--- src/rtl/imem_defines.svh ---
// Shared IMEM constants: word width, depth, address width and the NOP encoding.
`ifndef IMEM_DEFINES_SVH
`define IMEM_DEFINES_SVH

`define WIDTH        32
`define IMEM_DEPTH   32
`define IMEM_ADDR_W  5
`define IMEM_NOP     32'h00000000

`endif

--- src/rtl/imem_ctrl_pkg.sv ---
// Controller state encoding, shared so the hazard unit can observe the port owner.
`include "imem_defines.svh"

package imem_ctrl_pkg;

    typedef enum logic [1:0] {
        BOOT = 2'd0,
        RUN  = 2'd1,
        DBG  = 2'd2
    } imem_state_t;

    localparam logic [`WIDTH-1:0] NOP = `IMEM_NOP;

endpackage

--- src/rtl/imem_port_mux.sv ---
// Selects which user drives the shared IMEM port: loader in BOOT, IF in RUN, debug in DBG.
module imem_port_mux
    import imem_ctrl_pkg::*;
#(
    parameter int WIDTH  = `WIDTH,
    parameter int ADDR_W = `IMEM_ADDR_W
) (
    input  imem_state_t       state,
    input  logic              ld_valid,
    input  logic [ADDR_W-1:0] ld_addr,
    input  logic [WIDTH-1:0]  ld_data,
    input  logic [ADDR_W-1:0] fetch_addr,
    input  logic [ADDR_W-1:0] dbg_word,
    output logic              mem_we,
    output logic [ADDR_W-1:0] mem_addr,
    output logic [WIDTH-1:0]  mem_wdata
);

    always_comb begin
        mem_we    = 1'b0;
        mem_addr  = fetch_addr;
        mem_wdata = '0;
        case (state)
            BOOT: begin
                mem_we    = ld_valid;
                mem_addr  = ld_addr;
                mem_wdata = ld_data;
            end
            DBG:     mem_addr = dbg_word;
            default: mem_addr = fetch_addr;
        endcase
    end

endmodule

--- src/rtl/imem_ctrl.sv ---
// Instruction memory port controller: boot load, fetch, and cycle-stealing debug reads.
// Optional IMEM_BOUND_CHK_EN adds if_fault for out-of-range or misaligned fetch PCs.
module imem_ctrl
    import imem_ctrl_pkg::*;
#(
    parameter int WIDTH  = `WIDTH,
    parameter int DEPTH  = `IMEM_DEPTH,
    parameter int ADDR_W = `IMEM_ADDR_W
) (
    input  logic              clk,
    input  logic              rst,
    input  logic              ld_valid,
    output logic              ld_ready,
    input  logic [ADDR_W-1:0] ld_addr,
    input  logic [WIDTH-1:0]  ld_data,
    input  logic              ld_last,
    output logic [ADDR_W:0]   ld_count,
    output logic              cpu_hold,
    input  logic [WIDTH-1:0]  if_pc,
    output logic [WIDTH-1:0]  if_instr,
    output logic              if_stall,
`ifdef IMEM_BOUND_CHK_EN
    output logic              if_fault,
`endif
    input  logic              dbg_req,
    input  logic [WIDTH-1:0]  dbg_addr,
    output logic              dbg_gnt,
    output logic [WIDTH-1:0]  dbg_rdata,
    output logic              dbg_rvalid,
    output logic              mem_we,
    output logic [ADDR_W-1:0] mem_addr,
    output logic [WIDTH-1:0]  mem_wdata,
    input  logic [WIDTH-1:0]  mem_rdata
);

    localparam logic [ADDR_W:0] FULL_CNT = (ADDR_W+1)'(DEPTH);
    localparam logic [ADDR_W:0] LAST_CNT = (ADDR_W+1)'(DEPTH - 1);

    imem_state_t state, state_nxt;
    logic        fault;
    logic        ld_done;

    // Bits the word-addressed port never looks at; the wrap is intentional.
    logic unused_addr_bits;
    assign unused_addr_bits = ^{if_pc[WIDTH-1:ADDR_W+2], if_pc[1:0],
                                dbg_addr[WIDTH-1:ADDR_W+2], dbg_addr[1:0]};

`ifdef IMEM_BOUND_CHK_EN
    assign fault    = (state == RUN) &&
                      ((|if_pc[WIDTH-1:ADDR_W+2]) || (|if_pc[1:0]));
    assign if_fault = fault;
`else
    assign fault    = 1'b0;
`endif

    // Filling the last slot ends the boot even without ld_last.
    assign ld_done = ld_last || (ld_count == LAST_CNT) || (ld_count == FULL_CNT);

    always_comb begin
        state_nxt = state;
        case (state)
            BOOT:    if (ld_valid && ld_done) state_nxt = RUN;
            RUN:     if (dbg_req) state_nxt = DBG;
            // Unconditional return guarantees fetch a RUN cycle between debug reads.
            DBG:     state_nxt = RUN;
            default: state_nxt = BOOT;
        endcase
    end

    assign ld_ready = (state == BOOT);
    assign cpu_hold = (state == BOOT);
    assign if_stall = (state != RUN);
    assign dbg_gnt  = (state == DBG);
    assign if_instr = (state == RUN && !fault) ? mem_rdata : NOP;

    always_ff @(posedge clk) begin
        if (rst) begin
            state      <= BOOT;
            ld_count   <= '0;
            dbg_rdata  <= '0;
            dbg_rvalid <= 1'b0;
        end else begin
            state      <= state_nxt;
            dbg_rvalid <= (state == DBG);
            if (state == DBG)
                dbg_rdata <= mem_rdata;
            if (state == BOOT && ld_valid && ld_count != FULL_CNT)
                ld_count <= ld_count + 1'b1;
        end
    end

    imem_port_mux #(.WIDTH(WIDTH), .ADDR_W(ADDR_W)) u_port_mux (
        .state      (state),
        .ld_valid   (ld_valid),
        .ld_addr    (ld_addr),
        .ld_data    (ld_data),
        .fetch_addr (if_pc[ADDR_W+1:2]),
        .dbg_word   (dbg_addr[ADDR_W+1:2]),
        .mem_we     (mem_we),
        .mem_addr   (mem_addr),
        .mem_wdata  (mem_wdata)
    );

endmodule

--- config.mk ---
export PLATFORM = sky130hd
export DESIGN_NAME = imem_ctrl
export DESIGN_NICKNAME = d
export VERILOG_FILES = /design/src/rtl/imem_ctrl_pkg.sv /design/src/rtl/imem_port_mux.sv /design/src/rtl/imem_ctrl.sv
export VERILOG_INCLUDE_DIRS = /design/src /design/src/rtl
export SDC_FILE = /design/constraint.sdc
export NUM_CORES = 1
export LEC_CHECK = 0
export BUFFER_PORTS_ARGS = -buffer_cell sky130_fd_sc_hd__buf_2
export CAP_MARGIN = 25
export CORE_AREA = 2 2 98 100
export DETAILED_ROUTE_END_ITERATION = 16
export DIE_AREA = 0 0 100 102
export GPL_TIMING_DRIVEN = 0
export PLACE_DENSITY = 0.6
export SLEW_MARGIN = 20
export SYNTH_ARGS = -nofsm -noshare
export SYNTH_HDL_FRONTEND = slang
export SYNTH_SLANG_ARGS = --single-unit
--- constraint.sdc ---
create_clock -name clk -period 1.3 [get_ports clk]
set_input_delay 0.13 -clock clk [delete_from_list [all_inputs] [get_ports clk]]
set_output_delay 0.13 -clock clk [all_outputs]
set_load 0.005 [all_outputs]
==> results of run 1 <==
==> registers in the layout, summed over array words and instances (netlist names) <==
register	flops
dbg_rdata	32
state	2
ld_count	6
dbg_rvalid	1
==> synthesized netlist by cell type (all sizes together), types with 2 or more instances <==
master,n,share of area
a21oi,35,0.084
and2,64,0.19
and3,3,0.0088
buf,10,0.028
clkbuf,11,0.019
dfxtp,41,0.39
ha,2,0.012
inv,5,0.0088
mux2,3,0.016
mux2i,6,0.028
nand2,72,0.13
nand2b,3,0.0088
nor2,7,0.012
nor2b,3,0.012
o21ai,6,0.014
==> power groups by stage <==
stage	combinational [uW]	clock, uW	sequential, uW
floorplan	276	0	1330
global placement	623	0	1330
detailed placement	630	0	1330
CTS	859	900	1300
global route	1170	952	1310
finish	1090	848	1300
==> cell usage in the layout (no fill, tap or decap), types with 2 or more instances in the layout <==
cell type and count:
clkbuf_1 4, a21oi_2 3, and3_1 2, nor2b_1 2
o21ai_0 5, clkbuf_16 2, clkbuf_8 6, mux2_4 3
nand2b_1 3, ha_4 2, and2_1 21, buf_2 151
dfxtp_4 3, nor2_1 6, mux2i_1 6, buf_6 55
buf_8 12, a21oi_1 31, clkbuf_4 2, dfxtp_1 37
buf_4 8, buf_12 3, and2_4 43, inv_2 3
nand2_1 72
==> per-layer routing <==
metal	vias to the layer above	GRT usage
met3	8	0.02394
met4	0	0.03688
met5	-	0
met2	121	0.2692
li1	1348	-
met1	1230	0.1556
==> worst paths after layout <==
| kind | to | depth (start not counted) | start | slack, ps |
|---|---|---|---|---|
| max | if_instr[4] | 6 | state[1]$_SDFFE_PP0P_ | -220 |
| min | dbg_rdata[30]$_SDFFE_PP0N_ | 3 | mem_rdata[30] | 80 |
| max reg2reg | ld_count[0]$_SDFFE_PP0P_ | 4 | state[1]$_SDFFE_PP0P_ | -130 |
| min reg2reg | dbg_rdata[7]$_SDFFE_PP0N_ | 2 | dbg_rdata[7]$_SDFFE_PP0N_ | 450 |
==> cell type report <==
type                    count  area share
inverters                   5    0.005613
plain buffers              21     0.05643
clock buffers               6     0.01950
well taps                 111     0.03279
multi-input cells         215      0.3279
clock inverters             1    0.001773
flip-flops and latches     41      0.1968
repair buffers            217      0.3592
==> cells by family (layout without fill, tap and decap cells) <==
family | Yosys count | in the layout | synth area share
AOI/OAI and AO/OA | 44 | 44 | 0.1108
adders and majority gates | 2 | 2 | 0.01178
buffers and inverters | 26 | 250 | 0.05598
DFF | 41 | 41 | 0.3866
muxes | 9 | 9 | 0.04420
and+or+nand+nor | 160 | 160 | 0.3907
==> metrics by stage <==
| stage | TNS [ps] | worst slack (ps) | power [uW] | area [um^2] | cells |
|---|---|---|---|---|---|
| floorplan | -133.1 | -100.5 | 1609 | 2125 | 282 |
| global placement | -18200 | -384.9 | 1956 | 3239 | 588 |
| detailed placement | -20940 | -375.8 | 1963 | 3239 | 588 |
| CTS | -15430 | -235.2 | 3064 | 3810 | 609 |
| global route | -17840 | -271.5 | 3426 | 4235 | 617 |
| finish | -13650 | -218.0 | 3235 | 4235 | 617 |
==> timing repair <==
item,4_1_cts,5_1_grt
pin swaps,24,27
setup endpoints to repair,110,108
gates resized for setup,87,89
buffers inserted,11,7
cloned,3,1
hold buffers,0,0
==> worst min-delay path: cells and delay by family <==
kind	cells	cell delay [ps]
AOI/OAI and AO/OA	1	50
and+or+nand+nor	1	50
buffers and inverters	1	100
==> impl_metrics.json, run 1 <==
{
  "status": "finished with violations",
  "violations": "setup timing",
  "wl_met3_um": 538,
  "synth-seq-area-share": 0.3866,
  "criticalPathCategory": "reg -> out",
  "fin_skew_ps": 4.817,
  "netlist_instances": 282,
  "p_clk_frac": 0.262,
  "internal_power_uw": 2392,
  "register_area_um2": 833.3,
  "cp_common_cell": "buf_12",
  "grt_max_degree": 13,
  "clockBufferDepth": 2,
  "ys_ff_latch": 41,
  "diodes": 0,
  "cp_slowest_stage_delay_ps": 340,
  "async_flop_share": 0,
  "grt_pass1_wl_mm": 11.48,
  "setup_viol": 79,
  "dieArea_um2": 10200,
  "netSwitchingPower_uw": 842.7,
  "grt_overflow": 0,
  "rsz0062_at_grt": "true",
  "core_area_um2": 9109,
  "synth_ff_type": "dfxtp_1",
  "place_congestion": 0.8337,
  "synth_fp_nets": 422,
  "seqPwrFrac": 0.402,
  "dr.pass1.iters": 4,
  "drt_iter0_markers": 33,
  "worstPathArrival_ps": 1390,
  "min_path_type": "in -> reg",
  "post-route-min-period_ps": 1518,
  "worst_slack_ps": -218.0,
  "row_count": 35,
  "clkTransAtPathRegs_ps": 80,
  "crit_family": "buffers and inverters",
  "first_global_vias": 2485,
  "hold_violations": 0,
  "routed-wl-met2_mm": 4.251,
  "switching_share": 0.2605,
  "tritoncts": "done",
  "critPathBufInv": 4,
  "fmax_mhz": 658.8,
  "route.detailed.wl_per_inst_um": 12.90,
  "startpoint_type": "register",
  "grt_usage": 0.1385,
  "cts-root-buf": "clkbuf_8",
  "p_leak_uw": 0.002091,
  "whs_ps": 80.71,
  "syn_area_um2": 2123,
  "cts_made_buffers": 5,
  "worstPathMaxFanout": 7,
  "cts_max_level": 2,
  "synth_warnings": 0,
  "final_util": 0.4650,
  "powerDensity_nw_per_um2": 763.9,
  "route.detailed.drc": 0,
  "vias": 2707,
  "maxSlewViolCount": 0,
  "endpoint_kind": "output pin",
  "ir_drop_mv": 0.4129,
  "post-route-period-util": 1.168,
  "die_y_um": 102,
  "via_per_inst": 4.387,
  "area_growth_syn_to_layout_pct": 99.47,
  "route.top_layer_used": "met4",
  "wl_mm": 7.961,
  "worst_slew_pin_slew_ps": 471.7,
  "ios": 251,
  "drt-met1-wl_mm": 3.072,
  "drv_cap": 0,
  "final_net_count": 646,
  "synth_edf_count": 0,
  "hpwl_mm": 5.667,
  "worstPathRequired_ps": 1170,
  "multi_input_area_um2": 1389,
  "drive_above_1_share": 0.6087,
  "clock_sinks": 41,
  "initial_core_util": 0.2331,
  "fillCellCount": 890,
  "place.port_buffers": 195,
  "cp_cell_sequence": "buf_12, nor2b_4, buf_12, clkbuf_16, and2_4, buf_6",
  "synth_cell_type_count": 32,
  "syn_avg_cell_area_um2": 7.529,
  "die_w_um": 100,
  "ant_nets": 0,
  "p_comb_frac": 0.335,
  "max_slew_margin": 0.6855,
  "antenna_found_initial": 0,
  "insertion_delay_ps": 290,
  "cp_slowest_cell": "dfxtp_2"
}
No activity file was read; power rests on OpenSTA's default activity.
==> run 2, diff against run 1 <==
- CELL_PAD_IN_SITES_DETAIL_PLACEMENT: unset -> 1
- CELL_PAD_IN_SITES_GLOBAL_PLACEMENT: unset -> 1
- CORE_AREA: 2 2 98 100 -> unset
- CORE_MARGIN: unset -> 4
- CORE_UTILIZATION: unset -> 18
- DIE_AREA: 0 0 100 102 -> unset
- GPL_TIMING_DRIVEN: 0 -> unset
- PLACE_DENSITY: 0.6 -> 0.73
==> impl_metrics.json, run 2 (same netlist as run 1, synthesis figures left out) <==
{
  "use_met1": 0.1319,
  "grt_max_degree": 33,
  "drv_cap": 0,
  "whs_path_depth": 3,
  "diodes": 0,
  "criticalPathCategory": "reg -> out",
  "fmax_mhz": 635.7,
  "first_global_vias": 2962,
  "grt_usage": 0.1281,
  "die_y_um": 116.6,
  "antenna_found_initial": 0,
  "worst_slew_pin_slew_ps": 384.8,
  "tritoncts": "done",
  "multi_input_area_um2": 1383,
  "r2r_cells": 5,
  "top_usage_layer": "met2",
  "cts_max_level": 2,
  "min_from": "mem_rdata[21]",
  "fin_cells": 655,
  "grt_util_met2": 0.2479,
  "place.port_buffers": 196,
  "route.detailed.drc": 0,
  "die_w_um": 116.6,
  "area_growth_syn_to_layout_pct": 106.7,
  "core_area_um2": 11470,
  "rsz0062_at_grt": "true",
  "insertion_delay_ps": 280,
  "layout_commonest_cell": "buf_2",
  "vias": 2817,
  "status": "finished with violations",
  "dp_cells": 621,
  "startpoint_type": "register",
  "powerDensity_nw_per_um2": 847.0,
  "ios": 251,
  "drive_above_1_share": 0.6113,
  "hold_violations": 0,
  "worstPathArrival_ps": 1440,
  "post-route-period-util": 1.210,
  "row_count": 39,
  "cts_made_buffers": 5,
  "largest_register": "dbg_rdata",
  "fin_skew_ps": 3.324,
  "final_util": 0.3828,
  "clockBufferDepth": 2,
  "final_cell_mix": "buf_2 (159), nand2_1 (71), buf_6 (49)",
  "grt_pass1_wl_mm": 13.92,
  "cts-root-buf": "clkbuf_16",
  "worstPathMaxFanout": 8,
  "grt_util_met3": 0.03420,
  "initial_core_util": 0.1852,
  "largest_reg_flops": 32,
  "dr.pass1.iters": 4,
  "max_slew_margin": 0.7423,
  "cts-hold-fix-buffers": 0,
  "min_path_type": "in -> reg",
  "setup_viol": 80,
  "grt_overflow": 0,
  "dieArea_um2": 13600,
  "reg_top3": "dbg_rdata: 32 flops, ld_count: 6 flops, state: 2 flops",
  "violations": "setup timing",
  "worst_slack_ps": -272.9,
  "clock_sinks": 41,
  "place_congestion": 0.7809,
  "endpoint_kind": "output pin",
  "register_area_um2": 828.3,
  "clkTransAtPathRegs_ps": 60,
  "ant_nets": 0,
  "post-route-min-period_ps": 1573,
  "reg2reg_slack_ps": -190,
  "hpwl_mm": 7.009,
  "r2r_end": "ld_count[1]$_SDFFE_PP0P_",
  "rr_startpoint": "state[1]$_SDFFE_PP0P_",
  "worstPathRequired_ps": 1170,
  "final_net_count": 651,
  "route.detailed.wl_per_inst_um": 15.94,
  "whs_ps": 93.63,
  "p_leak_uw": 0.002151,
  "drt_iter0_markers": 90,
  "ir_drop_mv": 0.4333,
  "hold_end": "dbg_rdata[21]$_SDFFE_PP0N_",
  "wl_mm": 10.44,
  "maxSlewViolCount": 0,
  "via_per_inst": 4.301,
  "fillCellCount": 1380
}
## run 2: cell count changes in the layout (fill, tap and decap cells not counted), moves of 6 or more
cell       before  now
buf_8          12    2
and2_4         43   34
buf_4           8   19
buf_2         151  159
buf_12          3    9
clkbuf_16       2   10
buf_6          55   49
and2_1         21   30
## run 2: final cells by class
| class | instances | area share |
|---|---|---|
| flip-flops and latches | 41 | 0.1887 |
| inverters | 5 | 0.004846 |
| clock buffers | 6 | 0.03164 |
| clock inverters | 2 | 0.003136 |
| well taps | 143 | 0.04076 |
| repair buffers | 243 | 0.4159 |
| multi-input cells | 215 | 0.3150 |
## run 2: report_power, final
part / total [uW] / switching (uW) / internal [uW]
clock network: 1280 / 514 / 764
logic: 1140 / 442 / 696
registers: 1300 / 18.2 / 1280
## run 2: worst max path at each step
stage / start / end / slack (ps)
6_report: state[1]$_SDFFE_PP0P_ / mem_wdata[2] / -270
3_3_place_gp: ld_count[0]$_SDFFE_PP0P_ / ld_count[0]$_SDFFE_PP0P_ / -100
4_1_cts: state[1]$_SDFFE_PP0P_ / mem_wdata[23] / -260
5_1_grt: state[1]$_SDFFE_PP0P_ / mem_wdata[30] / -330
2_1_floorplan: state[1]$_SDFFE_PP0P_ / ld_count[0]$_SDFFE_PP0P_ / -100
3_5_place_dp: ld_count[0]$_SDFFE_PP0P_ / ld_count[0]$_SDFFE_PP0P_ / -110
## run 2: critical path, cell delays in order (launching register included)
cell and delay (ps):
dfxtp_4 370, buf_6 110, nor2_4 30, buf_6 120, buf_12 120, clkbuf_16 140
and2_1 150, buf_2 120
## run 2: repair_timing
action,CTS,global route
resized for setup,53,76
gates cloned,2,6
buffers inserted,12,12
pin swaps,14,32
setup endpoints to repair,79,103
## run 2: metrics by stage
step | TNS, ps | instance area [um^2] | power [uW] | worst slack, ps
global route | -21920 | 4389 | 3930 | -330.9
finish | -17140 | 4389 | 3718 | -272.9
global placement | -145.7 | 3392 | 2013 | -103.7
detailed placement | -317.8 | 3392 | 2031 | -112.4
floorplan | -133.1 | 2125 | 1609 | -100.5
CTS | -16880 | 3918 | 3564 | -264.0
## run 2: metal layers
layer / share of wire / routed length [um]
met5: 0 / 0
met4: 0.013 / 135
met3: 0.086 / 899
met2: 0.54 / 5672
met1: 0.36 / 3736
==> run 3, diff against run 2 <==
- SKIP_LAST_GASP: unset -> 1
==> impl_metrics.json, run 3 (same netlist as run 1, synthesis figures left out) <==
{
  "status": "finished with violations",
  "violations": "setup timing",
  "diodes": 0,
  "wl_met3_um": 869,
  "die_w_um": 116.6,
  "min_path_type": "in -> reg",
  "tritoncts": "done",
  "fmax_mhz": 636.7,
  "hold_violations": 0,
  "drt_iter0_markers": 124,
  "grt_overflow": 0,
  "initial_core_util": 0.1852,
  "rsz0062_at_grt": "true",
  "cts_max_level": 2,
  "powerDensity_nw_per_um2": 851.1,
  "cts_made_buffers": 5,
  "wl_mm": 10.28,
  "cts-root-buf": "clkbuf_16",
  "worstPathMaxFanout": 4,
  "post-route-period-util": 1.208,
  "worst_slew_pin_slew_ps": 372.5,
  "startpoint_type": "register",
  "row_count": 39,
  "hpwl_mm": 7.009,
  "ir_drop_mv": 0.4330,
  "route.detailed.wl_per_inst_um": 15.74,
  "dr.pass1.iters": 4,
  "ant_nets": 0,
  "insertion_delay_ps": 280,
  "die_y_um": 116.6,
  "drv_cap": 0,
  "antenna_found_initial": 0,
  "area_growth_syn_to_layout_pct": 103.6,
  "maxSlewViolCount": 0,
  "largest_reg_flops": 32,
  "criticalPathCategory": "reg -> out",
  "fin_cells": 653,
  "via_per_inst": 4.289,
  "final_util": 0.3770,
  "grt_pass1_wl_mm": 13.87,
  "largest_register": "dbg_rdata",
  "final_cell_mix": "buf_2 (164), nand2_1 (71), buf_6 (41)",
  "max_slew_margin": 0.7506,
  "drive_above_1_share": 0.6020,
  "grt_max_degree": 33,
  "p_leak_uw": 0.002126,
  "ios": 251,
  "reg_top3": "dbg_rdata: 32 flops, ld_count: 6 flops, state: 2 flops",
  "route.top_layer_used": "met4",
  "core_area_um2": 11470,
  "worstPathRequired_ps": 1170,
  "route.detailed.drc": 0,
  "setup_viol": 80,
  "worstPathArrival_ps": 1440,
  "clkTransAtPathRegs_ps": 60,
  "grt_usage": 0.1279,
  "place_congestion": 0.7809,
  "endpoint_kind": "output pin",
  "dieArea_um2": 13600,
  "final_net_count": 649,
  "first_global_vias": 2959,
  "place.port_buffers": 196,
  "clockBufferDepth": 2,
  "layout_commonest_cell": "buf_2",
  "vias": 2801,
  "fin_skew_ps": 2.311,
  "post-route-min-period_ps": 1571,
  "worst_slack_ps": -270.6,
  "clock_sinks": 41,
  "routed-wl-met2_mm": 5.603,
  "dp_cells": 621,
  "drt-met1-wl_mm": 3.649
}
[run 3: changes by cell type in the layout (fill, tap and decap cells not counted), sizes merged]
cell	before	now
buf	238	236
[run 3: layer usage]
metal  GRT usage  vias up
met5           0        -
li1            -     1352
met2      0.2479      130
met1      0.1316     1307
met3     0.03368       12
met4     0.04358        0
[run 3: layout make-up]
cell class	count	area, um^2
Tap cell	143	178.9
Fill cell	1384	7144
Sequential cell	41	828.3
Inverter	5	18.77
Clock inverter	2	13.76
Timing Repair Buffer	241	1768
Multi-Input combinational cell	215	1376
Clock buffer	6	138.9
[run 3: path summary, 6_finish.rpt]
| path | endpoint | slack (ps) | start | depth (start not counted) |
|---|---|---|---|---|
| worst max register to register | ld_count[1]$_SDFFE_PP0P_ | -180 | state[1]$_SDFFE_PP0P_ | 5 |
| worst min register to register | dbg_rdata[18]$_SDFFE_PP0N_ | 450 | dbg_rdata[18]$_SDFFE_PP0N_ | 2 |
| worst max-delay path | mem_wdata[25] | -270 | state[1]$_SDFFE_PP0P_ | 7 |
| worst min-delay path | dbg_rdata[21]$_SDFFE_PP0N_ | 90 | mem_rdata[21] | 3 |
[run 3: power by group]
group	switching, uW	internal (uW)
combinational	429	664
clock	520	764
sequential	18.4	1280
total	967	2710
[run 3: stage by stage]
step | setup TNS [ps] | total power, uW | instance area, um^2 | worst slack, ps | hold WS (ps)
floorplan | -133.1 | 1609 | 2125 | -100.5 | 266.0
global placement | -145.7 | 2013 | 3392 | -103.7 | 381.6
detailed placement | -317.8 | 2031 | 3392 | -112.4 | 390.1
CTS | -16960 | 3546 | 3884 | -265.2 | 86.99
global route | -21900 | 3890 | 4323 | -331.7 | 91.36
finish | -17050 | 3679 | 4323 | -270.6 | 93.83
[run 3: worst max-delay path: stages (launching register included)]
cell and delay [ps]:
dfxtp_4 370, buf_6 110, nor2_4 30, buf_6 120, buf_12 130, clkbuf_16 140
and2_1 140, buf_2 120
[run 3: timing repair]
item | CTS | global route
buffers inserted | 12 | 9
setup endpoints to repair | 79 | 103
resized for setup | 47 | 70
pin swaps | 13 | 28
gates cloned | 2 | 6
hold buffers | 0 | 0
